**src/rtl/controlador_salidas.sv**
```systemverilog
// Seven-segment output controller: sequential binary-to-BCD conversion behind a
// load/busy/done handshake, then continuous 8-digit multiplexed scanning.
module controlador_salidas #(
  parameter int unsigned WIDTH       = 14,
  parameter int unsigned REFRESH_DIV = 100000
) (
  input  logic             clk,
  input  logic             rst,
  input  logic [WIDTH-1:0] dato,
  input  logic [1:0]       modo,
  input  logic             cargar,
  output logic             ocupado,
  output logic             listo,
  output logic [7:0]       an,
  output logic [6:0]       seg
);

  localparam int unsigned NDIG = 5;
  localparam int unsigned BW   = 4 * NDIG;
  localparam int unsigned SW   = $clog2(WIDTH + 1);
  localparam int unsigned RW   = (REFRESH_DIV > 1) ? $clog2(REFRESH_DIV) : 1;

  localparam logic [1:0] IDLE    = 2'd0;
  localparam logic [1:0] CONVERT = 2'd1;
  localparam logic [1:0] DONE    = 2'd2;

  logic [1:0]       state, state_d;
  logic [WIDTH-1:0] bin, bin_d;
  logic [BW-1:0]    bcd, bcd_d, ajustado;
  logic [1:0]       mode_tmp, mode_tmp_d;
  logic [SW-1:0]    pasos, pasos_d;
  logic [BW-1:0]    disp_bcd, disp_bcd_d;
  logic [1:0]       disp_modo, disp_modo_d;
  logic             ocupado_d, listo_d;
  logic [RW-1:0]    refresco, refresco_d;
  logic [2:0]       idx, idx_d;
  logic [7:0]       an_d;
  logic [6:0]       seg_d;
  logic [3:0]       nib;
  logic             blank;

  function automatic logic [6:0] deco(input logic [3:0] d);
    case (d)
      4'd0:    deco = 7'h40;
      4'd1:    deco = 7'h79;
      4'd2:    deco = 7'h24;
      4'd3:    deco = 7'h30;
      4'd4:    deco = 7'h19;
      4'd5:    deco = 7'h12;
      4'd6:    deco = 7'h02;
      4'd7:    deco = 7'h78;
      4'd8:    deco = 7'h00;
      4'd9:    deco = 7'h10;
      default: deco = 7'h7F;
    endcase
  endfunction

  // Conversion FSM: display register is only written in DONE.
  always_comb begin
    state_d     = state;
    bin_d       = bin;
    bcd_d       = bcd;
    mode_tmp_d  = mode_tmp;
    pasos_d     = pasos;
    disp_bcd_d  = disp_bcd;
    disp_modo_d = disp_modo;
    ocupado_d   = ocupado;
    listo_d     = 1'b0;
    ajustado    = bcd;
    for (int i = 0; i < NDIG; i++) begin
      if (bcd[4*i +: 4] >= 4'd5) ajustado[4*i +: 4] = bcd[4*i +: 4] + 4'd3;
    end
    case (state)
      IDLE: begin
        if (cargar) begin
          bin_d      = dato;
          bcd_d      = '0;
          mode_tmp_d = modo;
          pasos_d    = SW'(WIDTH);
          ocupado_d  = 1'b1;
          state_d    = CONVERT;
        end
      end
      CONVERT: begin
        {bcd_d, bin_d} = {ajustado, bin} << 1;
        pasos_d        = pasos - SW'(1);
        if (pasos == SW'(1)) state_d = DONE;
      end
      DONE: begin
        disp_bcd_d  = bcd;
        disp_modo_d = mode_tmp;
        listo_d     = 1'b1;
        ocupado_d   = 1'b0;
        state_d     = IDLE;
      end
      default: state_d = IDLE;
    endcase
  end

  // Digit selection with leading-zero blanking; digit 7 carries the mode.
  always_comb begin
    nib   = 4'd0;
    blank = 1'b1;
    case (idx)
      3'd0: begin nib = disp_bcd[3:0];   blank = 1'b0; end
      3'd1: begin nib = disp_bcd[7:4];   blank = (disp_bcd[BW-1:4]  == '0); end
      3'd2: begin nib = disp_bcd[11:8];  blank = (disp_bcd[BW-1:8]  == '0); end
      3'd3: begin nib = disp_bcd[15:12]; blank = (disp_bcd[BW-1:12] == '0); end
      3'd4: begin nib = disp_bcd[19:16]; blank = (disp_bcd[BW-1:16] == '0); end
      3'd7: begin nib = {2'b00, disp_modo}; blank = 1'b0; end
      default: blank = 1'b1;
    endcase
    seg_d = blank ? 7'h7F : deco(nib);
    an_d  = ~(8'd1 << idx);
    if (refresco == RW'(REFRESH_DIV - 1)) begin
      refresco_d = '0;
      idx_d      = idx + 3'd1;
    end else begin
      refresco_d = refresco + RW'(1);
      idx_d      = idx;
    end
  end

  always_ff @(posedge clk or posedge rst) begin
    if (rst) begin
      state     <= IDLE;
      bin       <= '0;
      bcd       <= '0;
      mode_tmp  <= '0;
      pasos     <= '0;
      disp_bcd  <= '0;
      disp_modo <= '0;
      ocupado   <= 1'b0;
      listo     <= 1'b0;
      refresco  <= '0;
      idx       <= '0;
      an        <= 8'hFF;
      seg       <= 7'h7F;
    end else begin
      state     <= state_d;
      bin       <= bin_d;
      bcd       <= bcd_d;
      mode_tmp  <= mode_tmp_d;
      pasos     <= pasos_d;
      disp_bcd  <= disp_bcd_d;
      disp_modo <= disp_modo_d;
      ocupado   <= ocupado_d;
      listo     <= listo_d;
      refresco  <= refresco_d;
      idx       <= idx_d;
      an        <= an_d;
      seg       <= seg_d;
    end
  end

endmodule

```
**config.mk**
```make
export PLATFORM = sky130hd
export DESIGN_NAME = controlador_salidas
export DESIGN_NICKNAME = d
export VERILOG_FILES = /design/src/rtl/controlador_salidas.sv
export SDC_FILE = /design/constraint.sdc
export NUM_CORES = 1
export LEC_CHECK = 0
export BUFFER_PORTS_ARGS = -buffer_cell sky130_fd_sc_hd__buf_4
export CAP_MARGIN = 10
export CELL_PAD_IN_SITES_DETAIL_PLACEMENT = 0
export CELL_PAD_IN_SITES_GLOBAL_PLACEMENT = 1
export CORE_ASPECT_RATIO = 0.5
export CORE_UTILIZATION = 44
export DETAILED_ROUTE_END_ITERATION = 10
export PLACE_DENSITY_LB_ADDON = 0.08
export SYNTH_ARGS = -nofsm -noshare
export SYNTH_HDL_FRONTEND = slang
export SYNTH_SLANG_ARGS = --single-unit
```
**constraint.sdc**
```tcl
create_clock -name clk -period 11.5 [get_ports clk]
set_input_delay 3.45 -clock clk [delete_from_list [all_inputs] [get_ports clk]]
set_output_delay 3.45 -clock clk [all_outputs]
set_load 0.005 [all_outputs]
```
Yosys cells after proc, flatten, opt, wreduce, memory -nomap -nowiden --
Memory sizes are Yosys's and may differ from the RTL's. Index checks and enable logic that the tools add are counted.
Word-level totals: register bits after elaboration 101, ROM bits 112, bits of input ports 19, output and inout port bits 17, word-level logic and storage cells 74, memories 1
Memories:
- (no name shown) | words 16, width 7, read ports 1, clocked after memory_dff 0, write ports 0, line 43 | case (d)
Cells by class: add/subtract/negate cells 8, magnitude comparators 5, eq/ne operators 11, shifts and indexed selects 1, muxes and demuxes 21, bitwise logic cells 1, reductions and logical operators 13
Operators by type and width (number):
- $pmux W20 S2 | 1
- $pmux W14 S2 | 1
- $pmux W4 S6 | 1
- $ge A4 B3 Y1 const B | 5
- $mux W20 | 1
- $mux W4 | 5
- $add A17 B1 Y17 const B | 1
- $eq A17 B17 Y1 const B | 1
- $mux W17 | 1
- $add A4 B2 Y4 const B | 4
- $logic_not A16 Y1 | 1
- $mux W14 | 1
- $logic_not A12 Y1 | 1
- $logic_not A8 Y1 | 1
- $not A8 Y8 | 1
- $pmux W4 S2 | 1
- $reduce_and A2 Y1 | 4
- $shl A1 B3 Y8 const A | 1
- $mux W7 | 1
- $eq A3 B2 Y1 const B | 2
- $eq A3 B3 Y1 const B | 2
- $pmux W1 S5 | 1
- $eq A4 B1 Y1 const B | 1
- $logic_not A4 Y1 | 1
- 16 further kinds | 20

Depth between registers and ports, before layout --
depth in word-level cells 4, mapped depth 13, depth with buffers taken out 11

Worst setup path before layout --
No wires, ideal clock.
path kind input port to flip-flop, start in cargar, end reg pasos[3], library setup time 0.124 ns, data arrival time 4.346 ns, required time 11.376 ns, setup slack 7.031 ns, stages on the path 6, path buffers 1, path through nor2_1 -> or2_2 -> clkbuf_1 -> nor4_1 -> xnor2_1 -> nand2_1
Between the ends: longest elaborated chain between the ends 2
RTL lines:
- from (decl) | line 11 | input logic cargar,
- $ne A2 B2 Y1 (no line)
- $reduce_and A2 Y1 (no line)
- to (signal assigned) | line 144 | pasos <= pasos_d;
- to (decl) | line 31 | logic [SW-1:0] pasos, pasos_d;
Every way passes these cells. A chain may end at the register's enable or synchronous reset.

Worst setup path in the final report --
start in cargar, end reg bcd[3]
Between the ends: longest elaborated chain between the ends 2
RTL lines:
- $ne A2 B2 Y1 (no line)
- $reduce_and A2 Y1 (no line)
- to (signal assigned) | line 128 | bcd <= '0;
- to (signal assigned) | line 142 | bcd <= bcd_d;
- to (decl) | line 29 | logic [BW-1:0] bcd, bcd_d, ajustado;
Every way passes these cells.

==> summary.md <==
| Metric | Value |
|---|---|
| Status | complete, no violations |
| Share of layout cells above drive strength 1 | 0.2000 |
| Final Hold Viols | 0 |
| Mean Syn Cell Area | 10.52 um2 |
| Placer Congestion | ~0.75 |
| Hold Slack | around 480 ps |
| Placement Setup Slack | between 6000 and 7000 ps |
| Placed Area | ~5300 um2 |
| Slew Limit Fails | 0 |
| Leakage | around 2.6 nW |
| Mapped Nets | 508 |
| Antenna violations before repair | 0 |
| Die Area | roughly 12000 um2 |
| Seq/Total Area, Yosys | 0.5214 |
| RSZ-0062 raised after global routing | no |
| Iter 0 DRT Violations | 227 |
| Detail Placement HPWL | about 6.5 mm |
| Final worst slack | ~7000 ps |
| Commonest non-fill, non-tap cell in the layout | dfrtp_1 |
| Final wirelength | between 9 and 10 mm |
| Mapped Cells | 464 |
| YS warnings | 0 |
| # Max-Cap Violations | 0 |
| Final Util | 0.5270 |
| Finished Cell Area | 5538 um2 |
| Via-per-instance ratio | around 5.1 |
| Setup violations, final | 0 |
| Seq cells post-synth | between 100 and 150 |
| Worst slew margin | 0.4116 |
| Buffers & Inverters on Critical Path | 2 |
| CP Capture Type | register |
| Drt wl/cell | around 15 um |
| P per Cell Area | roughly 220 nW/um2 |
| Die width | around 150 um |
| Non-Filler Instances | 640 |
| Startpoint types | primary input |
| Crit path max-delay family | buffers and inverters |
| N_diodes | 0 |
| Clock transition at path regs | roughly 70 ps |
| Number of synthesized flops with an enable pin | 0 |
| First-pass GRT wire length | 16.29 mm |
| Drt first pass iters | 4 |
| CP max stage delay | roughly 400 ps |
| CTS max path bufs | 2 |
| Crit-path slowest cell | buf_4 |
| Via count | 3259 |
| Most used DFF post-synth | dfrtp_1 |
| Hold buffer count at cts | 0 |
| Max Clk Rate | between 0.2 and 0.25 GHz |
| PortBufs | 35 |
| Vias in the first global route | 3266 |
| Most used cell, CP | buf_4 |
| Skew-Pair Late Insertion Delay | ~340 ps |
| Placed cells | between 600 and 700 |
| Buffers inserted by post-CTS timing repair | 0 |
| Post-CTS sizing | 0 |
| Synth async-reset ratio | 1.000 |
| Clock root cell | clkbuf_16 |
| Gr usage total | 0.1819 |
| Commonest cells after routing, fill and taps aside | 86 x dfrtp_1, 66 x nand2_1, 40 x buf_4 |
| Core area | approximately 11000 um2 |
| Period utilization | 0.3897 |
| # nets final | roughly 540 |
| HP Class | reg -> reg |
| P&R area growth vs syn | 13.40% |
| Power consumption | ~1.2 mW |
| Worst EP required | roughly 12000 ps |
| Drc violations | 0 |
| Starting Density | 0.4648 |
| Setup CP Type | in -> reg |
| CTS buffer count | 9 |
| Synth unique cells | between 50 and 60 |
| Worst Max-Slew Pin Slew | slightly below 900 ps |
| Tmin final | between 4000 and 5000 ps |
| Clk_skew | 6.612 ps |
| GR Overflow Total | 0 |
| H-tree depth | 3 |
| VDD IR-drop max | approximately 0.000099 V |
| Cell Rows | 26 |
| Setup_tns | 0 ps |
| Post-route ant nets | 0 |
| Pin count of the biggest net entering global routing | about 70 |
| Post-synth design cell area | 4883 um2 |
| CP arrival | 4720 ps |
| CTS tree | done |
| Clock net sink count | about 100 |
| Worst-path cell chain | buf_4 > nor2_1 > nor2_2 > buf_4 > o31ai_1 > a32o_1 |
| Critical path fanouts, max | 32 |
| I/O pin cnt | 36 |
| Die height | ~76 um |
## logic make-up (layout without fill, tap and decap cells)
family,Yosys count,in the layout,share of synthesized area
compound gates,93,93,0.1312
flops,101,101,0.5214
fa+ha+maj,25,25,0.06405
xor+xnor,24,24,0.04304
buf+inv,45,81,0.03817
mux,19,19,0.04228
simple gates,157,157,0.1599
## cell usage after synthesis, types with 7 or more instances
master     n  area, um2
ha_1      25      312.8
inv_1     25      93.84
xor2_1    10      87.58
o22ai_1    7      43.79
a21oi_1   16      80.08
a31oi_1   12      75.07
nand2b_1   7      43.79
o21ai_0   26      130.1
dfrtp_1   86       2152
xnor2_1   14      122.6
nor2_1    33      123.9
nand2_1   66      247.7
clkbuf_1  18      67.56
mux2_2    13      146.4
nand3b_1   8      60.06
dfstp_2   15      394.1
## registers in the layout (all words and copies together), names as in the netlist, 2 cells and up
name and count:
disp_modo 2, bin 14, disp_bcd 20, an 8, refresco 17, state 2, idx 3, seg 7
mode_tmp 2, bcd 20, pasos 4
## path summary, 6_finish.rpt
| check | from | depth (start not counted) | slack (ps) | to |
|---|---|---|---|---|
| setup / recovery | cargar | 6 | 7020 | bcd[3] |
| hold / removal | refresco[0] | 1 | 480 | refresco[0] |
| setup reg to reg | idx[2] | 11 | 8790 | seg[4] |
| hold reg to reg | refresco[0] | 1 | 480 | refresco[0] |
| max in group asynchronous | rst | 3 | 7200 | bcd[14] |
| min in group asynchronous | rst | 2 | 3100 | refresco[2] |
## metal layers
layer / GRT usage / share of wire / vias up
li1: - / - / 1672
met1: 0.2681 / 0.54 / 1539
met2: 0.2638 / 0.42 / 39
met3: 0.04611 / 0.033 / 9
met4: 0.04800 / 0.0095 / 0
met5: 0 / 0 / -
## final cells by class
| type | instances | area, um2 |
|---|---|---|
| tap | 140 | 175.2 |
| fill | 987 | 4970 |
| multi-input combinational | 318 | 2153 |
| clock buffer | 14 | 254.0 |
| timing repair buffer | 40 | 300.3 |
| clock inverter | 2 | 12.51 |
| sequential | 101 | 2546 |
| inverter | 25 | 96.34 |
## report_power, final
part | internal [mW] | switching, mW | total (mW)
combinational | 0.182 | 0.211 | 0.393
clock | 0.153 | 0.124 | 0.277
sequential | 0.460 | 0.0714 | 0.531
total | 0.795 | 0.407 | 1.20
Power figures use the tool's default switching activity.
